[src/rtl/uvma_clk_gate_ctrl.sv]
// Clock-gating controller: wakes a shared gated clock on demand, acks requesters
// once stable, and gates it off after an idle hold-off. Optional stats: UVMA_CLK_GATE_CTRL_STATS_EN.
module uvma_clk_gate_ctrl #(
  parameter int unsigned NUM_REQ     = 4,
  parameter int unsigned WAKE_CYCLES = 4,
  parameter int unsigned IDLE_CYCLES = 16
) (
  input  logic               clk,
  input  logic               reset,
  input  logic [NUM_REQ-1:0] req_i,
  input  logic               force_on_i,
  output logic [NUM_REQ-1:0] ack_o,
  output logic               clk_en_o,
  output logic [1:0]         state_o,
  output logic [31:0]        stat_wake_cnt_o,
  output logic [31:0]        stat_en_cyc_o
);

  typedef enum logic [1:0] {
    ST_OFF  = 2'd0,
    ST_WAKE = 2'd1,
    ST_ON   = 2'd2,
    ST_HOLD = 2'd3
  } state_t;

  localparam logic [7:0] WAKE_LOAD = 8'(WAKE_CYCLES - 1);
  localparam logic [7:0] IDLE_LOAD = 8'(IDLE_CYCLES - 1);

  state_t     state, state_nxt;
  logic [7:0] cnt, cnt_nxt;
  logic       any_req;

  assign any_req = (|req_i) | force_on_i;

  always_comb begin
    state_nxt = state;
    cnt_nxt   = cnt;
    unique case (state)
      ST_OFF: begin
        if (any_req) begin
          state_nxt = ST_WAKE;
          cnt_nxt   = WAKE_LOAD;
        end
      end
      // Wake-up always runs to completion so the clock can settle.
      ST_WAKE: begin
        if (cnt == 8'd0) state_nxt = ST_ON;
        else             cnt_nxt   = cnt - 8'd1;
      end
      ST_ON: begin
        if (!any_req) begin
          state_nxt = ST_HOLD;
          cnt_nxt   = IDLE_LOAD;
        end
      end
      ST_HOLD: begin
        if (any_req)            state_nxt = ST_ON;
        else if (cnt == 8'd0)   state_nxt = ST_OFF;
        else                    cnt_nxt   = cnt - 8'd1;
      end
      default: state_nxt = ST_OFF;
    endcase
  end

  always_ff @(posedge clk) begin
    if (reset) begin
      state    <= ST_OFF;
      cnt      <= '0;
      clk_en_o <= 1'b0;
      ack_o    <= '0;
    end else begin
      state    <= state_nxt;
      cnt      <= cnt_nxt;
      clk_en_o <= (state_nxt != ST_OFF);
      ack_o    <= (state_nxt == ST_ON) ? req_i : '0;
    end
  end

  assign state_o = state;

`ifdef UVMA_CLK_GATE_CTRL_STATS_EN
  logic [31:0] wake_cnt, en_cyc;

  always_ff @(posedge clk) begin
    if (reset) begin
      wake_cnt <= '0;
      en_cyc   <= '0;
    end else begin
      if ((state == ST_OFF) && (state_nxt == ST_WAKE) && (wake_cnt != '1))
        wake_cnt <= wake_cnt + 32'd1;
      if (clk_en_o && (en_cyc != '1))
        en_cyc <= en_cyc + 32'd1;
    end
  end

  assign stat_wake_cnt_o = wake_cnt;
  assign stat_en_cyc_o   = en_cyc;
`else
  assign stat_wake_cnt_o = '0;
  assign stat_en_cyc_o   = '0;
`endif

endmodule

[config.mk]
export PLATFORM = sky130hd
export DESIGN_NAME = uvma_clk_gate_ctrl
export DESIGN_NICKNAME = d
export VERILOG_FILES = /design/src/rtl/uvma_clk_gate_ctrl.sv
export SDC_FILE = /design/constraint.sdc
export NUM_CORES = 1
export LEC_CHECK = 0
export CAP_MARGIN = 10
export CORE_ASPECT_RATIO = 0.6
export CORE_MARGIN = 4
export CORE_UTILIZATION = 37
export DETAILED_ROUTE_END_ITERATION = 12
export GPL_TIMING_DRIVEN = 0
export PLACE_DENSITY_LB_ADDON = 0.12
export SETUP_SLACK_MARGIN = 0.02
export SYNTH_ARGS = -nofsm -noshare
export SYNTH_HDL_FRONTEND = slang
export SYNTH_SLANG_ARGS = --single-unit
export TNS_END_PERCENT = 50
[constraint.sdc]
create_clock -name clk -period 2.2 [get_ports clk]
set_input_delay 0.44 -clock clk [delete_from_list [all_inputs] [get_ports clk]]
set_output_delay 0.44 -clock clk [all_outputs]
set_load 0.02 [all_outputs]
==> out/qor.csv <==
stage,metric,value,unit
outcome,status,completed,
synthesis,synth.avg_cell_area,8.218,sq um
critical_path,slowest_stage,or4_1,
floorplanning,core,0.003283,sq mm
clock_network,htree_levels,1,
floorplanning,initial_core_util,38.80,%
cells_and_area,postLayoutCoreUtil,53.58,%
global_routing,grt_overflow,0,
route,vias_per_cell,3.807,
place,portBuffers,13,
sta,setup_viol,0,
floorplanning,die_area,0.004476,sq mm
critical_path,path_delay_family,simple AND/OR/NAND/NOR gates,
synthesis,synth_cell_types,42,
sta,tns,0,ns
synthesis,yosys.area_share.simple,18.07,%
synthesis,synth-compound-area-share,15.13,%
pwr,peakVddDrop,0.0004049,V
sta,worstMarginPinSlew,0.6869,ns
clock_network,clockBufferDepth,2,
synthesis,synthAdderAreaFrac,1.965,%
global_routing,antenna_found_initial,0,
critical_path,cp_max_fo,8,
global_routing,grtUsageTotal,11.51,%
cells_and_area,syn_to_final_growth,38.11,%
place,place.gp.congestion,0.7806,
synthesis,synthMuxAreaShare,0,%
floorplanning,rows,16,
cells_and_area,layout-drive-gt1-share,33.62,%
pwr,cellLeakagePower,0.9330,nW
route,wire_per_inst,9.250,microns
critical_path,cp-end-kind,register,
global_routing,grt_pass1_wl,4.133,mm
synthesis,synth_top_family_by_area,buffers and inverters,
critical_path,worstSetupPathType,in2reg,
place,pre_cts_slack,-0.2355,ns
synthesis,synthCells,155,
cells_and_area,fin_cells,280,
critical_path,crit_buf_inv,1,
sta,rsz0062_at_grt,no,
sta,final_hold_viol_count,0,
floorplanning,die-height,53.45,microns
sta,finalCritPeriodShare,92.55,%
route,drc_errors,0,
global_routing,grt_max_degree,11,
synthesis,ys_seq_area_share,23.58,%
critical_path,slowest_delay,0.59,ns
critical_path,crit_required,2.35,ns
place,dp_hpwl,2.185,mm
critical_path,worstPathArrival,2.19,ns
sta,fin_crit,2.036,ns
floorplanning,ios,78,
synthesis,ys_seq_elements,15,
sta,fmax,0.4911,GHz
critical_path,worstSetupStartpointType,input pin,
route,route.antenna.remaining_nets,0,
sta,relSlewSlack,53.82,%
sta,setup_slack,0.1639,ns
synthesis,yosys_warnings,0,
synthesis,synth_area,0.001274,sq mm
clock_network,cts-root-buf,clkbuf_8,
route,totalWireLength,2.590,mm
route,vias,1066,
clock_network,clock_latency,0.25,ns
sta,fin_skew,0.001586,ns
clock_network,cts_setup_buffers,0,
job,cap_violations,0,
clock_network,cts_tree,built,
pwr,power.density,997.1,mW/mm^2
sta,finalMaxSlewViolations,0,
clock_network,cts_buffers,3,
floorplanning,die_x,83.75,microns
global_routing,first_global_vias,948,
critical_path,crit_chain,"clkdlybuf4s50_1, nor3_2, a21boi_2, or4_1, o32ai_1",
route,dr.pass1.iters,4,
cells_and_area,final_nets,245,
clock_network,cts.sinks,15,
synthesis,synth_xor_area_share,0,%
place,place_inst,276,
cells_and_area,n_antenna_cell,0,
route,first_iter_violations,42,
cells_and_area,fillers,306,
worst_hold_path,hold_path_class,reg2reg,
clock_network,clk_pin_slew,0.06,ns
registers in the layout, summed over array words and instances, names as in the netlist:
name / count
clk_en_o: 1
cnt: 8
ack_o: 4
state_o: 2
kinds of logic (layout without fill, tap and decap cells):
kind of cell	Yosys count	in the layout
buf+inv	73	90
simple gates	39	39
compound gates	25	25
flops	15	15
fa+ha+maj	2	2
other cells	1	64
metrics by stage:
stage	cell area [sq um]	hold WS [ns]	power, mW
5_1_grt	1759	0.4978	1.893
6_report	1759	0.4616	1.754
3_3_place_gp	1697	0.4574	1.513
4_1_cts	1745	0.4655	1.741
2_1_floorplan	1510	0.4333	1.273
3_5_place_dp	1697	0.4563	1.506
timing repair:
item | CTS | global route
setup endpoints to repair | 1 | 6
hold buffers | 0 | 0
resized for setup | 1 | 2
layer usage:
layer  up-vias  track usage (%)  share of wire (%)
li1        575                -                  -
met1       422            16.15                 48
met2        65            15.44                 39
met3         4            4.666                 12
met4         0            4.011                1.0
met5         -                0                  0
synthesized netlist by cell type:
cell type   n  share of area [%]
and4_4      1               0.88
a21o_1      1               0.59
o31ai_2     1               0.98
conb_1      1               0.29
nand2_1     4                1.2
nand4_1     1               0.49
and2_1      3                1.5
o21ai_1     1               0.39
or3_1       2               0.98
inv_1       5                1.5
buf_4      64                 38
clkbuf_1    3               0.88
o31a_2      1               0.79
o21bai_1    1               0.59
o21a_1      1               0.59
nand2b_1    1               0.49
nor3_1      5                2.0
dfxtp_1    15                 24
a21boi_1    1               0.59
o21ai_0     3                1.2
a21oi_1     3                1.2
nor4_2      1               0.98
o311ai_0    1               0.69
a31oi_1     2               0.98
a211oi_2    1               0.98
or3_4       1               0.88
nor4_1      2               0.98
and3_1      3                1.5
a41oi_1     2                1.4
buf_6       1               0.88
ha_1        2                2.0
nor2b_1     1               0.49
or2_2       1               0.49
o32ai_1     1               0.69
a311oi_1    1               0.69
or4_1       2                1.2
a41o_2      1               0.88
o41ai_1     2                1.4
or4_4       1               0.88
nand3_1     3                1.2
a211oi_1    1               0.59
nor2_1      7                2.1
worst reg2reg max path, delay by kind of cell, from the launching register on:
family | cells | cell delay, ns
compound gates | 1 | 0.17
buf+inv | 1 | 0.15
flops | 1 | 0.36
simple gates | 3 | 1.05
report_power, final:
| group | switching [mW] | internal (mW) |
|---|---|---|
| logic | 0.581 | 0.466 |
| registers | 0.105 | 0.379 |
| clock network | 0.0950 | 0.128 |
final timing paths:
path                                from      to  slack, ns  depth (start not counted)
worst max-delay path            req_i[1]  cnt[7]       0.16                          5
worst min-delay path              cnt[7]  cnt[7]       0.46                          2
worst max register to register    cnt[3]  cnt[1]       0.40                          5
worst min register to register    cnt[7]  cnt[7]       0.46                          2
area by class of cell:
cell class,count,area [sq um],share of cell area (%)
clock buffer,4,45.04,2.560
inverter,5,18.77,1.067
buffer,68,503.0,28.59
multi-input combinational,130,705.7,40.11
tap,45,56.30,3.201
sequential,15,300.3,17.07
timing repair buffer,13,130.1,7.397
cells in the final DEF, fill, tap and decap left out, types with 2 or more instances in the layout:
master            n
a21oi_1           3
or3_1             2
buf_4            64
a31oi_1           2
dfxtp_1          15
and3_1            3
nor4_1            2
nand3_1           3
nor3_1            4
o41ai_1           2
clkbuf_8          3
nor2_1            7
inv_1             5
clkbuf_1          4
clkdlybuf4s50_1  13
ha_1              2
nand2_1           4
and2_1            3
o21ai_0           3
a41oi_1           2
or4_1             2
conb_1           64
Power figures use the tool's default switching activity.
